===== config.mk =====
export PLATFORM = sky130hd
export DESIGN_NAME = vga_bounce_box
export DESIGN_NICKNAME = d
export VERILOG_FILES = /design/src/rtl/vga_pkg.sv /design/src/rtl/vga_sync_delay.sv /design/src/rtl/vga_bounce_box.sv
export SDC_FILE = /design/constraint.sdc
export NUM_CORES = 1
export LEC_CHECK = 0
export CORE_AREA = 2 2 137 85
export CTS_BUF_LIST = sky130_fd_sc_hd__clkbuf_8 sky130_fd_sc_hd__clkbuf_16
export CTS_CLUSTER_SIZE = 16
export DETAILED_ROUTE_END_ITERATION = 8
export DIE_AREA = 0 0 139 87
export HOLD_SLACK_MARGIN = 0.02
export PLACE_DENSITY_LB_ADDON = 0.2
export SETUP_SLACK_MARGIN = 0.1
export SLEW_MARGIN = 20
export SYNTH_ARGS = -nofsm -noshare
export SYNTH_HDL_FRONTEND = slang
export SYNTH_SLANG_ARGS = --single-unit
export TNS_END_PERCENT = 100

===== constraint.sdc =====
create_clock -name clk -period 4.05 [get_ports clk]
set_input_delay 0.81 -clock clk [delete_from_list [all_inputs] [get_ports clk]]
set_output_delay 0.81 -clock clk [all_outputs]
set_load 0.05 [all_outputs]

===== src/rtl/vga_pkg.sv =====
// Shared VGA definitions: 800x600 timing constants, 12-bit colour type, bounce palette
// and the per-axis bounce step used by vga_bounce_box.
package vga_pkg;

   // 800x600 @ 60 Hz, 40 MHz pixel clock
   localparam int unsigned H_ACTIVE = 800;
   localparam int unsigned H_FRONT  = 40;
   localparam int unsigned H_SYNC   = 128;
   localparam int unsigned H_BACK   = 88;
   localparam int unsigned H_TOTAL  = H_ACTIVE + H_FRONT + H_SYNC + H_BACK;
   localparam int unsigned V_ACTIVE = 600;
   localparam int unsigned V_FRONT  = 1;
   localparam int unsigned V_SYNC   = 4;
   localparam int unsigned V_BACK   = 23;
   localparam int unsigned V_TOTAL  = V_ACTIVE + V_FRONT + V_SYNC + V_BACK;

   typedef logic [11:0] rgb12_t;

   localparam rgb12_t PALETTE [8] = '{
      12'hF00, 12'h0F0, 12'h00F, 12'hFF0,
      12'h0FF, 12'hF0F, 12'hFFF, 12'hF80
   };

   // DirFwd is right/down, DirBack is left/up
   typedef enum logic {DirFwd = 1'b0, DirBack = 1'b1} dir_e;

   typedef struct packed {
      logic [10:0] pos;
      dir_e        dir;
   } axis_t;

   typedef struct packed {
      axis_t axis;
      logic  bounce;
   } axis_upd_t;

   // One frame of motion on one axis; lim is the largest legal position.
   function automatic axis_upd_t axis_next(input axis_t cur, input logic [10:0] lim,
                                           input logic [10:0] step);
      axis_upd_t   res;
      logic [11:0] sum;
      res.axis   = cur;
      res.bounce = 1'b0;
      sum        = {1'b0, cur.pos} + {1'b0, step};
      if (cur.dir == DirFwd) begin
         if (sum >= {1'b0, lim}) begin
            res.axis.pos = lim;
            res.axis.dir = DirBack;
            res.bounce   = 1'b1;
         end else begin
            res.axis.pos = sum[10:0];
         end
      end else begin
         if (cur.pos <= step) begin
            res.axis.pos = 11'd0;
            res.axis.dir = DirFwd;
            res.bounce   = 1'b1;
         end else begin
            res.axis.pos = cur.pos - step;
         end
      end
      return res;
   endfunction

endpackage


===== src/rtl/vga_sync_delay.sv =====
// Fixed-depth shift register for sync signals; every stage resets to 1 (sync inactive).
module vga_sync_delay #(
   parameter int unsigned DEPTH = 2,
   parameter int unsigned BITS  = 2
) (
   input  logic            clk,
   input  logic            rst,
   input  logic [BITS-1:0] din,
   output logic [BITS-1:0] dout
);

   logic [BITS-1:0] pipe_q [DEPTH];

   always_ff @(posedge clk) begin
      if (rst) begin
         for (int i = 0; i < DEPTH; i++) pipe_q[i] <= '1;
      end else begin
         pipe_q[0] <= din;
         for (int i = 1; i < DEPTH; i++) pipe_q[i] <= pipe_q[i-1];
      end
   end

   assign dout = pipe_q[DEPTH-1];

endmodule


===== src/rtl/vga_bounce_box.sv =====
// Bouncing box overlay for a VGA timing stream; 2-cycle pixel pipeline, box moves on vsync.
// Optional white screen border enabled by defining BOUNCE_BORDER_EN.
module vga_bounce_box
   import vga_pkg::*;
#(
   parameter int unsigned WIDTH    = H_ACTIVE,
   parameter int unsigned HEIGHT   = V_ACTIVE,
   parameter int unsigned BOX_SIZE = 32,
   parameter int unsigned STEP     = 2,
   parameter rgb12_t      BG_RGB   = 12'h000
) (
   input  logic        clk,
   input  logic        rst,
   input  logic [10:0] x,
   input  logic [10:0] y,
   input  logic        hsync_in,
   input  logic        vsync_in,
   input  logic        run,
   output logic        hsync,
   output logic        vsync,
   output logic [3:0]  r,
   output logic [3:0]  g,
   output logic [3:0]  b
);

   localparam logic [10:0] X_MAX  = 11'(WIDTH - BOX_SIZE);
   localparam logic [10:0] Y_MAX  = 11'(HEIGHT - BOX_SIZE);
   localparam logic [10:0] STEP_V = 11'(STEP);

   axis_t       ax_q, ay_q;
   logic [2:0]  color_idx_q;
   logic        vsync_prev_q;
   logic        tick;
   axis_upd_t   nx, ny;

   assign tick = vsync_prev_q & ~vsync_in;

   always_comb begin
      nx = axis_next(ax_q, X_MAX, STEP_V);
      ny = axis_next(ay_q, Y_MAX, STEP_V);
   end

   // Motion state only changes on the frame tick, so a frame never shows a torn box.
   always_ff @(posedge clk) begin
      if (rst) begin
         ax_q         <= '{pos: 11'd0, dir: DirFwd};
         ay_q         <= '{pos: 11'd0, dir: DirFwd};
         color_idx_q  <= 3'd0;
         vsync_prev_q <= 1'b1;
      end else begin
         vsync_prev_q <= vsync_in;
         if (tick && run) begin
            ax_q <= nx.axis;
            ay_q <= ny.axis;
            if (nx.bounce || ny.bounce) color_idx_q <= color_idx_q + 3'd1;
         end
      end
   end

   // Stage 1: classify the pixel.
   logic [11:0] x_w, y_w, x_end, y_end;
   logic        active_d, inside_d;
   logic        active_q, inside_q;

   always_comb begin
      x_w      = {1'b0, x};
      y_w      = {1'b0, y};
      x_end    = {1'b0, ax_q.pos} + 12'(BOX_SIZE);
      y_end    = {1'b0, ay_q.pos} + 12'(BOX_SIZE);
      active_d = (x_w < 12'(WIDTH)) && (y_w < 12'(HEIGHT));
      inside_d = (x >= ax_q.pos) && (x_w < x_end) && (y >= ay_q.pos) && (y_w < y_end);
   end

`ifdef BOUNCE_BORDER_EN
   logic border_d, border_q;
   assign border_d = (x == 11'd0) || (x_w == 12'(WIDTH - 1)) ||
                     (y == 11'd0) || (y_w == 12'(HEIGHT - 1));
`endif

   always_ff @(posedge clk) begin
      if (rst) begin
         active_q <= 1'b0;
         inside_q <= 1'b0;
`ifdef BOUNCE_BORDER_EN
         border_q <= 1'b0;
`endif
      end else begin
         active_q <= active_d;
         inside_q <= inside_d;
`ifdef BOUNCE_BORDER_EN
         border_q <= border_d;
`endif
      end
   end

   // Stage 2: colour select.
   rgb12_t pix_d, rgb_q;

   always_comb begin
      pix_d = BG_RGB;
      if (!active_q) begin
         pix_d = 12'h000;
      end else if (inside_q) begin
         pix_d = PALETTE[color_idx_q];
`ifdef BOUNCE_BORDER_EN
      end else if (border_q) begin
         pix_d = 12'hFFF;
`endif
      end
   end

   always_ff @(posedge clk) begin
      if (rst) rgb_q <= 12'h000;
      else     rgb_q <= pix_d;
   end

   assign r = rgb_q[11:8];
   assign g = rgb_q[7:4];
   assign b = rgb_q[3:0];

   logic [1:0] sync_out;

   vga_sync_delay #(
      .DEPTH (2),
      .BITS  (2)
   ) u_sync_delay (
      .clk  (clk),
      .rst  (rst),
      .din  ({hsync_in, vsync_in}),
      .dout (sync_out)
   );

   assign hsync = sync_out[1];
   assign vsync = sync_out[0];

endmodule

After elaboration in Yosys (flattened, before gate mapping) --
Memory sizes are Yosys's and may differ from the RTL's. A register that Yosys moved wholly into a read port is not among the register bits. Index checks and enable logic that the tools add are counted.
Operators by class: reduce and logical (&&, ||, !) cells 8, bitwise gates (word level) 7, muxes and demuxes 15, magnitude comparators 10, $add $sub $neg 7
Operators by type and width (count):
- $mux 11 | 4
- $mux 13 | 2
- $add 11x2->12 const B | 2
- $add 11x6->12 const B | 2
- $ge 12x10->1 const B | 2
- $lt 11x12->1 | 2
- $ge 11x11->1 | 2
- $le 11x2->1 const B | 2
- $lt 11x10->1 const B | 2
- $sub 11x2->11 const B | 2
- $mux 2 | 6
- $logic_and 1x1->1 | 5
- $not 3->4 | 1
- $add 3x1->3 const B | 1
- $mux 1 | 3
- $not 1->1 | 3
- $reduce_or 3->1 | 1
- $or 1x1->1 | 2
- $reduce_and 2->1 | 1
- $and 1x1->1 | 1
- $logic_or 1x1->1 | 1
Word-level totals: input bits 27, bits in writable memories 4, output and inout port bits 14, ROM bits 96, memories 2, bits in registers 30, logic and storage cells 57
Memories:
- (name not given) | depth 8, bits a word 12, read ports 1, clocked after memory_dff 1, wr ports 0, RTL line vga_bounce_box.sv:104 | pix_d = PALETTE[color_idx_q];
- u_sync_delay.pipe_q | depth 2, bits a word 2, read ports 2, clocked after memory_dff 0, wr ports 2, RTL line vga_sync_delay.sv:12 | logic [BITS-1:0] pipe_q [DEPTH];

Depth between registers and ports, before layout --
Gate-level depths: netlist of the first run.
depth after elaboration 6, mapped depth 10, depth with buffers taken out 9

Hierarchy --
From an unflattened synthesis of the first run, not the netlist that was laid out.
Second synthesis, totals: cells, all modules 427, area total of the unflattened synthesis 3408.3 µm²
By module, submodules not included:
- vga_bounce_box | area an instance 3288.2 µm², seq. area each 640.6 µm², cells an instance 417, instances 1
- vga_sync_delay | area an instance 120.1 µm², seq. area each 80.1 µm², cells an instance 10, instances 1

Least setup slack after synthesis of the first run --
OpenSTA, ideal clock, no wires.
path kind register -> register, start register ax_q[6] in the netlist's numbering, end register color_idx_q[0], stages on the path, launching flop included 9, setup slack 1820 ps, arrival time 2109 ps, buffers on the path 0, required time 3929 ps, library setup time 121 ps, period minus slack after synthesis 2230 ps, cells stage by stage dfxtp_1 ha_1 nand3_1 o21a_1 o22a_1 nor2_1 a21oi_1 o21ai_1 mux2_2
Between the ends: word-level cells in the longest chain between the ends 6, elaborated cells on any way between the ends 8, classes of those cells 1 x add/sub; 2 x order compare; 3 x mux; 2 x reduce/logical
Ends and longest elaborated chain:
- start: declaration | RTL line vga_bounce_box.sv:30 | axis_t ax_q, ay_q;
- start signal: assignment | RTL line vga_bounce_box.sv:46 | ax_q <= '{pos: 11'd0, dir: DirFwd};
- start signal: assignment | RTL line vga_bounce_box.sv:53 | ax_q <= nx.axis;
- $add 11x2->12 | RTL line vga_pkg.sv:44 | sum = {1'b0, cur.pos} + {1'b0, step};
- $ge 12x10->1 | RTL line vga_pkg.sv:46 | if (sum >= {1'b0, lim}) begin
- $mux 2 | RTL line vga_pkg.sv:46
- $mux 13 (*) | RTL line vga_pkg.sv:45 | if (cur.dir == DirFwd) begin
- $logic_or 1x1->1 (*) | RTL line vga_bounce_box.sv:55 | if (nx.bounce || ny.bounce) color_idx_q <= color_idx_q + 3'd1;
- $reduce_and 2->1 (no line) (*)
- end signal: assignment | RTL line vga_bounce_box.sv:55
- end: declaration | RTL line vga_bounce_box.sv:31 | logic [2:0] color_idx_q;
Every way passes the cells marked *; elsewhere a longest branch is shown, timed or not. A chain may end at the register's enable or synchronous reset.

Final worst setup path of the first run --
Ends and elaborated chain as after synthesis.

==> qor.yml, run 1 <==
outcome:
  status: "completed"
clocking:
  cts-buffers-inserted: 5
  clk_pin_slew_ns: 0.06
  clockRootBuffer: "clkbuf_16"
  clockBufferDepth: 2
  tritoncts: "built"
  postCtsSetupRepairBufs: 0
  htreeDepth: 2
  cts-hold-fix-buffers: 0
  insertion_delay_ns: 0.29
  cts.sinks: 35
  post_cts_resized: 0
yosys:
  ys_seq_area_share_pct: 21.95
  muxShareOfSynthArea_pct: 2.117
  synth_top_family_by_area: "compound AO/OA/AOI/OAI gates"
  yosys_warnings: 0
  async_flop_share_pct: 0
  yosysUniqueCellTypes: 55
  synthXorXnorAreaFrac_pct: 4.665
  synth_seq_cells: 35
  synth_cells: 408
  syn-mean-instance-area_um2: 7.823
  synth.net_count: 482
  synth_ff_type: "dfxtp_1"
  syn_area_um2: 3192
  synth_edf_count: 0
  synth_compound_area_share_pct: 25.05
  synthAdderAreaFrac_pct: 18.42
  synthSimpleGateAreaFrac_pct: 19.80
drt:
  drtIter0Drc: 202
  ant_nets: 0
  vias: 3061
  drt-vias-per-instance: 5.351
  drt_wl_total_mm: 8.537
  firstDrtPassIters: 5
  routedWlPerCell_um: 14.92
  drc: 0
sta:
  final-hold-violation-count: 0
  setup_viol: 0
  worst_slew_pin_slew_ns: 0.5008
  slew_headroom_pct: 66.51
  final_max_slew_viol_count: 0
  fin_crit_sh_pct: 69.83
  rsz0062_at_grt: "false"
  timing.final.ws_setup_ns: 1.222
  clock_skew_ns: 0.008985
  fmax_mhz: 353.6
  tns_ns: 0
  period_needed_ns: 2.828
finish:
  final_common_cell: "ha_1"
  final_cell_area_um2: 3759
  area_delta_synth_final_pct: 17.76
  utilization_pct: 34.29
  antenna_cells: 0
  final_cell_mix: "ha_1 (47), clkdlybuf4s50_1 (38), dfxtp_1 (35)"
  drive_gt1_share_pct: 5.374
  final_nets: 501
global_routing:
  grt_pass1_wl_mm: 14.21
  grt_max_degree: 31
  grt_overflow: 0
  antenna_found_initial: 0
  first_global_vias: 2917
  track_usage_pct: 14.44
power_and_ir_drop:
  power_density_nw_per_um2: 248.8
  peakVddDrop_mv: 0.1189
  leakagePower_uw: 0.001347
critical_path:
  critPathRequiredTime_ns: 4.22
  end_kind: "register"
  worstPathMaxFanout: 10
  arrival_ns: 3.00
  setup.worst_path.start_class: "register"
  path_class: "reg -> reg"
place:
  detailedPlace.worstSlack_ns: 1.181
  placed_area_um2: 3617
  io_buffers: 38
  dp_hpwl_mm: 6.390
  gp_congestion: 0.8485
floorplan:
  ios: 41
  die_w_um: 139
  die-area_um2: 12090
  coreArea_um2: 10960
  die_h_um: 87
  initial_utilization_pct: 29.12
  rows: 30
min_path:
  hold_path.class: "reg -> reg"
run:
  max_cap_viol_count: 0
[cells in the mapped netlist (all sizes together), types with 2 or more instances]
cell | n | area, um2
ha | 47 | 588.1
o211ai | 3 | 22.52
nor4 | 6 | 37.54
nand2 | 25 | 93.84
o221a | 2 | 22.52
nor2b | 3 | 18.77
or3 | 5 | 31.28
a41o | 2 | 20.02
o32ai | 4 | 50.05
or2 | 5 | 31.28
o21bai | 2 | 15.01
o221ai | 2 | 17.52
and2 | 4 | 25.02
nor3 | 13 | 65.06
clkbuf | 9 | 33.78
a22oi | 4 | 30.03
a21oi | 34 | 173.9
buf | 19 | 116.4
a21o | 4 | 30.03
mux2i | 3 | 30.03
nor2 | 27 | 101.4
nand2b | 4 | 25.02
xnor2 | 17 | 148.9
o21ai | 26 | 130.1
inv | 28 | 105.1
a31oi | 8 | 50.05
and3 | 3 | 18.77
o22ai | 3 | 18.77
dfxtp | 35 | 700.7
o21a | 10 | 75.07
nand3 | 19 | 95.09
nand4 | 6 | 37.54
or4 | 2 | 15.01
mux2 | 3 | 37.53
a211oi | 7 | 52.55
[power breakdown]
| part | switching (uW) | internal, uW |
|---|---|---|
| registers | 16.0 | 353 |
| clock network | 160 | 225 |
| logic | 96.4 | 84.6 |
[through the flow]
stage / hold WS [ns] / std cells / power, uW
detailed placement: 0.4002 / 564 / 556.3
floorplan: 0.3895 / 408 / 491.6
global placement: 0.3945 / 564 / 552.7
finish: 0.4137 / 572 / 935.2
global route: 0.4387 / 572 / 985.4
CTS: 0.4187 / 572 / 944.8
[layer usage]
metal	part of all wire, %	global-route usage, %	vias to the layer above
met2	42	22.66	69
met1	54	20.54	1464
met3	3.9	2.694	7
li1	-	-	1521
met4	0.67	3.581	0
met5	0	0	-
[final timing paths]
check                                  startpoint                                    to  slack [ns]  cells past startpoint
min          u_sync_delay.pipe_q[0][1]$_SDFF_PP1_  u_sync_delay.pipe_q[0][3]$_SDFF_PP1_        0.41                      1
max reg2reg                  ax_q[6]$_SDFFE_PP0P_           color_idx_q[0]$_SDFFE_PP0P_        1.22                      8
max                          ax_q[6]$_SDFFE_PP0P_           color_idx_q[0]$_SDFFE_PP0P_        1.22                      8
min reg2reg  u_sync_delay.pipe_q[0][1]$_SDFF_PP1_  u_sync_delay.pipe_q[0][3]$_SDFF_PP1_        0.41                      1
[layout make-up]
| type | instances | area, um2 |
|---|---|---|
| Inverter | 28 | 105.1 |
| Multi-Input combinational cell | 317 | 2236 |
| Sequential cell | 35 | 700.7 |
| Tap cell | 144 | 180.2 |
| Clock buffer | 5 | 125.1 |
| Fill cell | 1145 | 7202 |
| Clock inverter | 3 | 16.27 |
| Timing Repair Buffer | 40 | 395.4 |
[cell families (layout without fill, tap and decap cells)]
logic type / Yosys count / after routing
AOI/OAI and AO/OA: 121 / 121
and+or+nand+nor: 126 / 126
muxes: 6 / 6
DFF: 35 / 35
adders and majority gates: 47 / 47
xor gates and xnor gates: 17 / 17
buffers and inverters: 56 / 76
[worst max-delay path, cell delays in order, from the launching register on]
cell and delay [ns]:
dfxtp_1 0.55, ha_1 0.34, nand3_1 0.22, o21a_1 0.25
o22a_1 0.18, nor2_1 0.35, a21oi_1 0.21, o21ai_1 0.24
mux2_2 0.36
[registers in the layout, indices dropped and copies added, names as in the netlist]
| register | cells |
|---|---|
| inside_q | 1 |
| active_q | 1 |
| ay_q | 11 |
| ax_q | 11 |
| u_sync_delay.pipe_q | 4 |
| rgb_q | 4 |
| color_idx_q | 3 |
No activity file was read; power rests on OpenSTA's default activity.
==> run 2: changes to the inputs <==
clock period = 2.7 ns   (was 4.05 ns; I/O delays follow)
==> run 2 against run 1 <==
Register-to-register slack worse by 0.91 ns. Worst hold slack worse by 0.0017 ns. Non-clock buffer count up 17. Global-route usage up 0.16 points. First-iteration DRC count up 48%. Wire length up 1.3%. Critical path depth unchanged. Total power up 50%. Sequential share of layout area down 0.60 points. Largest power group unchanged.
==> qor.yml, run 2 (same netlist as run 1, synthesis figures left out) <==
sta:
  fmax_mhz: 419.1
  final-hold-violation-count: 0
  clock_skew_ns: 0.004302
  worst_slew_pin_slew_ns: 0.4946
  slew_headroom_pct: 66.61
  tns_ns: 0
  final_max_slew_viol_count: 0
  fin_crit_sh_pct: 88.36
  setup_viol: 0
  period_needed_ns: 2.386
  timing.final.ws_setup_ns: 0.3142
  whs_ns: 0.4120
  rsz0062_at_grt: "true"
critical_path:
  r2r-start: "ay_q[8]$_SDFFE_PP0P_"
  rr_worst_depth: 8
  critPathRequiredTime_ns: 2.89
  worstSetupStartpoint: "ay_q[8]$_SDFFE_PP0P_"
  end_kind: "register"
  worstPathMaxFanout: 8
  cp-endpoint: "inside_q$_SDFF_PP0_"
  path_buf_inv: 0
  crit_path_frequent_cell: "a211oi_1"
  setup.worst_path.start_class: "register"
  worst-path-stages: 8
  r2r_end: "inside_q$_SDFF_PP0_"
  path_delay_family: "simple AND/OR/NAND/NOR gates"
  cpPeakStageDelay_ns: 0.54
  arrival_ns: 2.58
  slowest_stage: "or4_1"
  path_class: "reg -> reg"
  reg2reg_setup_slack_ns: 0.31
  cp_cell_sequence: "nand3_1 -> nor2_1 -> xnor2_1 -> ha_1 -> or4_1 -> a211oi_1 -> a211oi_1 -> nor4_1"
clocking:
  cts.sinks: 35
  post_cts_resized: 0
  postCtsSetupRepairBufs: 0
  insertion_delay_ns: 0.28
  cts-buffers-inserted: 5
  tritoncts: "built"
  clockRootBuffer: "clkbuf_16"
  clockBufferDepth: 2
  htreeDepth: 2
  cts-hold-fix-buffers: 0
  clk_pin_slew_ns: 0.06
floorplan:
  die_w_um: 139
  initial_utilization_pct: 29.12
  rows: 30
  die-area_um2: 12090
  coreArea_um2: 10960
  ios: 41
  die_h_um: 87
finish:
  final_common_cell: "ha_1"
  area_delta_synth_final_pct: 21.91
  drive_gt1_share_pct: 9.438
  utilization_pct: 35.50
  top_regs: "ax_q (11), ay_q (11)"
  final_cell_mix: "ha_1 (47), clkdlybuf4s50_1 (38), dfxtp_1 (34)"
  final_nets: 518
  antenna_cells: 0
drt:
  ant_nets: 0
  vias: 3091
  drt-vias-per-instance: 5.248
  drtIter0Drc: 299
  drc: 0
  firstDrtPassIters: 6
  routedWlPerCell_um: 14.68
  drt_wl_total_mm: 8.644
global_routing:
  grt_overflow: 0
  antenna_found_initial: 0
  grt_max_degree: 24
  track_usage_pct: 14.60
  first_global_vias: 2898
  grt_pass1_wl_mm: 14.41
place:
  io_buffers: 38
  dp_hpwl_mm: 6.704
  detailedPlace.worstSlack_ns: 0.07446
  gp_congestion: 0.8671
power_and_ir_drop:
  power_density_nw_per_um2: 360.8
  leakagePower_uw: 0.001428
  peakVddDrop_mv: 0.2291
outcome:
  status: "completed"
run:
  max_cap_viol_count: 0
min_path:
  hold_path.class: "reg -> reg"
## run 2: cell types whose count changed in the layout (fill, tap and decap cells not counted), sizes merged
| cell | change |
|---|---|
| buf | +17 |
## run 2: layout make-up
| type | instances | area (um2) |
|---|---|---|
| Clock inverter | 3 | 16.27 |
| Fill cell | 1161 | 7069 |
| Clock buffer | 5 | 125.1 |
| Inverter | 28 | 105.1 |
| Tap cell | 144 | 180.2 |
| Sequential cell | 35 | 701.9 |
| Multi-Input combinational cell | 317 | 2240 |
| Timing Repair Buffer | 57 | 523.0 |
## run 2: worst min path at each step
stage / from / to / slack (ns) / cells after the start
final: u_sync_delay.pipe_q[0][1]$_SDFF_PP1_ / u_sync_delay.pipe_q[0][3]$_SDFF_PP1_ / 0.41 / 1
after global routing: u_sync_delay.pipe_q[0][1]$_SDFF_PP1_ / u_sync_delay.pipe_q[0][3]$_SDFF_PP1_ / 0.43 / 1
after CTS: u_sync_delay.pipe_q[0][1]$_SDFF_PP1_ / u_sync_delay.pipe_q[0][3]$_SDFF_PP1_ / 0.42 / 1
after detailed placement: u_sync_delay.pipe_q[0][1]$_SDFF_PP1_ / u_sync_delay.pipe_q[0][3]$_SDFF_PP1_ / 0.40 / 1
after global placement: u_sync_delay.pipe_q[0][1]$_SDFF_PP1_ / u_sync_delay.pipe_q[0][3]$_SDFF_PP1_ / 0.40 / 1
after floorplan: u_sync_delay.pipe_q[0][1]$_SDFF_PP1_ / u_sync_delay.pipe_q[0][3]$_SDFF_PP1_ / 0.39 / 1
## run 2: per-stage QoR
step	area [um2]	cells	power, uW
floorplan	3192	408	737.4
global placement	3745	581	841.3
detailed placement	3745	581	846.9
CTS	3886	589	1421
global route	3891	589	1497
finish	3891	589	1404
## run 2: power breakdown
part	switching [uW]	internal (uW)
Clock	229	337
Sequential	20.1	530
Combinational	153	135
## run 2: layer usage
metal / global-route usage, % / vias up / wire length, um
li1: - / 1555 / -
met1: 21.76 / 1436 / 4664
met2: 21.81 / 93 / 3463
met3: 2.749 / 7 / 466
met4: 3.122 / 0 / 50
met5: 0 / - / 0
==> variant 1: new RTL, config.mk and constraints of run 2 <==
Add an input register stage for `hsync_in`, `vsync_in` and `run`, without a reset; this delays them by one clock. The other inputs are not delayed to match.
--- a/src/rtl/vga_bounce_box.sv
+++ b/src/rtl/vga_bounce_box.sv
@@ -27,13 +27,23 @@
    localparam logic [10:0] Y_MAX  = 11'(HEIGHT - BOX_SIZE);
    localparam logic [10:0] STEP_V = 11'(STEP);
 
+   logic hsync_q;
+   logic vsync_q;
+   logic run_q;
+
+   always_ff @(posedge clk) begin
+      hsync_q <= hsync_in;
+      vsync_q <= vsync_in;
+      run_q   <= run;
+   end
+
    axis_t       ax_q, ay_q;
    logic [2:0]  color_idx_q;
    logic        vsync_prev_q;
    logic        tick;
    axis_upd_t   nx, ny;
 
-   assign tick = vsync_prev_q & ~vsync_in;
+   assign tick = vsync_prev_q & ~vsync_q;
 
    always_comb begin
       nx = axis_next(ax_q, X_MAX, STEP_V);
@@ -48,8 +58,8 @@
          color_idx_q  <= 3'd0;
          vsync_prev_q <= 1'b1;
       end else begin
-         vsync_prev_q <= vsync_in;
-         if (tick && run) begin
+         vsync_prev_q <= vsync_q;
+         if (tick && run_q) begin
             ax_q <= nx.axis;
             ay_q <= ny.axis;
             if (nx.bounce || ny.bounce) color_idx_q <= color_idx_q + 3'd1;
@@ -126,7 +136,7 @@
    ) u_sync_delay (
       .clk  (clk),
       .rst  (rst),
-      .din  ({hsync_in, vsync_in}),
+      .din  ({hsync_q, vsync_q}),
       .dout (sync_out)
    );
 
Check against the original RTL: not equivalent (a bounded check fails within 4 cycles, from zero or initial values and one cycle with rst high).
==> variant 1 against run 2 <==
  * Wire length is 2.6% lower
  * Total power is 21% higher
  * Worst setup slack worse by 0.011 ns
  * Cell area is 2.1% higher
  * Sequential cell count is 3 higher
  * First-iteration DRC count is 4.0% lower
  * Area after synthesis is 1.9% higher
  * Combinational power is 3% higher
  * Critical endpoint unchanged
==> variant 1: results (changes against run 2) <==
* Status: finished, final reports clean
* Antenna cells at 0 (unchanged)
* Worst Path Arrival at 2.60 ns (+0.02 ns)
* Fin nets at 516 (-0.39%)
* Register area share after synthesis at 23.4% (+1.4 points)
* Clk pwr share at 47.3% (+7.0 points)
* WHS Endpoint: u_sync_delay.pipe_q[0][1]$_SDFF_PP1_
* Met2 wire len at 3.43 mm (-0.90%)
* Antenna violations before repair at 0 (unchanged)
* Met3 usage at 3.24% (+0.49 points)
* CP peak stage delay at 0.51 ns (-0.03 ns)
* Clock skew at 0.00653 ns (+0.00223 ns)
* Main flop type after synthesis: dfxtp_1
* Max VDD drop at 311 uV (+36%)
* Crit-path leading delay family: simple AND/OR/NAND/NOR gates
* WHS at 0.408 ns (-0.00451 ns)
* DRT Pass-1 Iters at 4 (-2)
* Post-synth ARST share at 0% (unchanged)
* Synth Area per Inst at 7.91 um^2 (+1.1%)
* Post-DP HPWL at 6.52 mm (-2.8%)
* Final hold viol count at 0 (unchanged)
* Worst R2R Start: ay_q[6]$_SDFFE_PP0P_
* WL met1 at 4.52 mm (-3.0%)
* Syn nets at 485 (+0.62%)
* Worst slew pin tran at 0.533 ns (+0.0386 ns)
* P_seq at 0.601 mW (+9.3%)
* Reg-to-Reg End: inside_q$_SDFF_PP0_
* Critical Path Fanout Max at 7 (-1)
* Worst-skew pair later-pin latency at 0.29 ns
* M1 GR Usage at 20.7% (-1.1 points)
* GR met2 Demand/Resource at 21.4% (-0.45 points)
* First-pass GRT wire length at 13.9 mm (-3.3%)
* Dpl cells at 579 (-0.34%)
* Largest net degree at the start of global routing at 30 (+25%)
* Top post-synthesis cells by count: ha_1, dfxtp_1, a21oi_1
* Layout area overhead at 22.2%
* Met3 Routed Length at 389 um (-17%)
* Vias per inst at 5.16 (-1.7%)
* Vias in the first global route at 2,768 (-4.5%)
* Die area at 0.0121 mm^2 (unchanged)
* Beginning of the worst hold path: hsync_q$_DFF_P_
* Total number of vias at 3,028 (-2.0%)
* Iter 0 DRT Violations at 287 (-4.0%)
* Dpl ws at 0.125 ns (+0.0506 ns)
* Pleak at 1.46 nW (+2.2%)
* WL final at 8.42 mm (-2.6%)
* Switching Fraction at 25.4% (-3.2 points)
* Leading post-synthesis cells by cell area: dfxtp_1, ha_1, a21oi_1
* PortBufs at 38 (unchanged)
* Part of the power in registers at 35.3% (-3.9 points)
* Worst-path clk slew at 0.06 ns (about the same)
* Total GRT Usage at 14.2% (-0.38 points)
* Placed Area at 0.00377 mm^2 (+0.60%)
* Final GP Congestion at 0.869 (+0.17%)
* Share of layout cells above drive strength 1 at 8.58% (-0.86 points)
* Gr ovfl total at 0 (unchanged)
* Fillers at 1,146 (-1.3%)
-- variant 1: cell types whose count changed in the layout (fill, tap and decap cells not counted), sizes merged --
cell      before  now
dfxtp         35   38
clkinv         1    0
clkbuf         5    6
bufinv         0    2
buf           19   14
inv           29   28
clkinvlp       1    0
-- variant 1: final cells by class --
| type | count | share of cell area, % |
|---|---|---|
| multi-input cells | 317 | 56.4 |
| flip-flops and latches | 38 | 19.2 |
| repair buffers | 52 | 12.2 |
| well taps | 144 | 4.54 |
| clock buffers | 6 | 3.50 |
| inverters | 28 | 2.65 |
| clock inverters | 2 | 1.51 |
-- variant 1: cells by family (layout without fill, tap and decap cells) --
group                      Yosys count  after routing  share of synthesized area, %
and+or+nand+nor                    126            126                          19.4
AOI/OAI and AO/OA                  121            121                          24.6
buffers and inverters               56             88                          7.85
adders and majority gates           47             47                          18.1
DFF                                 38             38                          23.4
xor gates and xnor gates            17             17                          4.58
muxes                                6              6                          2.08
-- variant 1: worst max-delay path by stage --
stage                               startpoint                     endpoint  slack [ns]  cells after the start
final                     ay_q[6]$_SDFFE_PP0P_          inside_q$_SDFF_PP0_        0.30                      8
after global routing      ay_q[3]$_SDFFE_PP0P_         ay_q[5]$_SDFFE_PP0P_        0.12                     10
after CTS                 ay_q[6]$_SDFFE_PP0P_          inside_q$_SDFF_PP0_        0.24                      8
after detailed placement                  y[2]          inside_q$_SDFF_PP0_        0.13                      9
after global placement                    y[2]          inside_q$_SDFF_PP0_        0.14                      9
after floorplan           ax_q[6]$_SDFFE_PP0P_  color_idx_q[0]$_SDFFE_PP0P_        0.47                      8
-- variant 1: timing repair --
item	in CTS	in global routing
resized for setup	0	2
hold buffers	0	0
setup endpoints to repair	0	6
==> variant 2: new RTL, config.mk and constraints of run 2 <==
Made on the original files. `DEPTH` is set to 2 in 2 places; all go to 1.
--- a/src/rtl/vga_sync_delay.sv
+++ b/src/rtl/vga_sync_delay.sv
@@ -1,6 +1,6 @@
 // Fixed-depth shift register for sync signals; every stage resets to 1 (sync inactive).
 module vga_sync_delay #(
-   parameter int unsigned DEPTH = 2,
+   parameter int unsigned DEPTH = 1,
    parameter int unsigned BITS  = 2
 ) (
    input  logic            clk,
--- a/src/rtl/vga_bounce_box.sv
+++ b/src/rtl/vga_bounce_box.sv
@@ -121,7 +121,7 @@
    logic [1:0] sync_out;
 
    vga_sync_delay #(
-      .DEPTH (2),
+      .DEPTH (1),
       .BITS  (2)
    ) u_sync_delay (
       .clk  (clk),
Check against the original RTL: not equivalent (a bounded check fails within 4 cycles, from zero or initial values and one cycle with rst high).
==> variant 2 against run 2 <==
  * Cell area up 8.0%
  * Sequential cell count is 2 lower
  * Final cell count up 6.8%
  * Worst setup slack lost 0.15 ns
  * Wire length up 20%
  * Count of clock-buffer cells in the layout is 1 higher
  * Sequential power decreased by 8.9%
  * Area after synthesis grew 5.2%
  * Total power shrank 5.5%
  * Critical endpoint is now color_idx_q[0]$_SDFFE_PP0P_
  * Largest power group unchanged
==> variant 2: results (changes against run 2) <==
* Status: finished, final reports clean
* WL met1 at 5.71 mm (+22%)
* M1 GR Usage at 26.9% (+5.1 points)
* Register area share after synthesis at 19.7% (-2.3 points)
* Leading post-synthesis cells by cell area: dfxtp_1, ha_1, xnor2_1
* DR WL/cell at 16.4 um (+12%)
* Met3 usage at 3.63% (+0.88 points)
* Share of layout cells above drive strength 1 at 12.4% (+2.9 points)
* Crit-path leading delay family: compound AO/OA/AOI/OAI gates
* Fillers at 1,123 (-3.3%)
* Sink Count at 33 (-5.7%)
* Post-synthesis compound-gate area fraction at 25.3% (+0.25 points)
* Final GP Congestion at 0.902 (+4.0%)
* Post-Synth Adder-Cell Area at 17.5% (-0.91 points)
* PwrDens at 316 mW/mm^2 (-12%)
* Non-CTS buffers at 76 (+33%)
* Post-Layout Cell Count at 629 (+6.8%)
* Met2 wire len at 3.91 mm (+13%)
* Multi-input gates at 339 (+6.9%)
* Worst Path Arrival at 2.70 ns (+0.12 ns)
* Post-DP HPWL at 8.33 mm (+24%)
* Clkbuf count at 6 (+1)
* GR met2 Demand/Resource at 24.1% (+2.3 points)
* Syn nets at 507 (+5.2%)
* Vias per inst at 5.45 (+3.8%)
* Met3 Routed Length at 643 um (+38%)
* Top post-synthesis cells by count: ha_1, dfxtp_1, nor2_1, o21ai_0, inv_1
* Vias in the first global route at 3,182 (+9.8%)
* Fin nets at 559 (+7.9%)
* Post-Syn Instances at 433 (+6.1%)
* Iter 0 DRT Violations at 214 (-28%)
* Clock skew at 0.00632 ns (+0.00202 ns)
* Register area at 662 um^2 (-5.7%)
* Fraction of area in multi-input gates at 58.0% (+0.42 points)
* Nonclk inv count at 30 (+7.1%)
* Clock buf/inv share at 3.39% (-0.24 points)
* Dpl ws at 0.140 ns (+0.0651 ns)
* Slew HR at 63.6% (-3.0 points)
* Largest net degree at the start of global routing at 17 (-29%)
[variant 2: cells by family after synthesis]
logic type / Yosys count
compound gates: 127
xor+xnor: 19
fa+ha+maj: 47
buf+inv: 61
flops: 33
mux: 6
simple gates: 140
[variant 2: path summary, 6_finish.rpt]
| path | start | to | slack (ns) | cells past startpoint |
|---|---|---|---|---|
| max reg2reg | ay_q[7]$_SDFFE_PP0P_ | color_idx_q[0]$_SDFFE_PP0P_ | 0.16 | 9 |
| min reg2reg | color_idx_q[1]$_SDFFE_PP0P_ | color_idx_q[1]$_SDFFE_PP0P_ | 0.53 | 2 |
| min | color_idx_q[1]$_SDFFE_PP0P_ | color_idx_q[1]$_SDFFE_PP0P_ | 0.53 | 2 |
| max | ay_q[7]$_SDFFE_PP0P_ | color_idx_q[0]$_SDFFE_PP0P_ | 0.16 | 9 |
[variant 2: power by group]
group	internal, mW	total [mW]	switching [mW]
Sequential	0.494	0.501	0.00725
Combinational	0.112	0.242	0.130
Clock	0.359	0.584	0.226
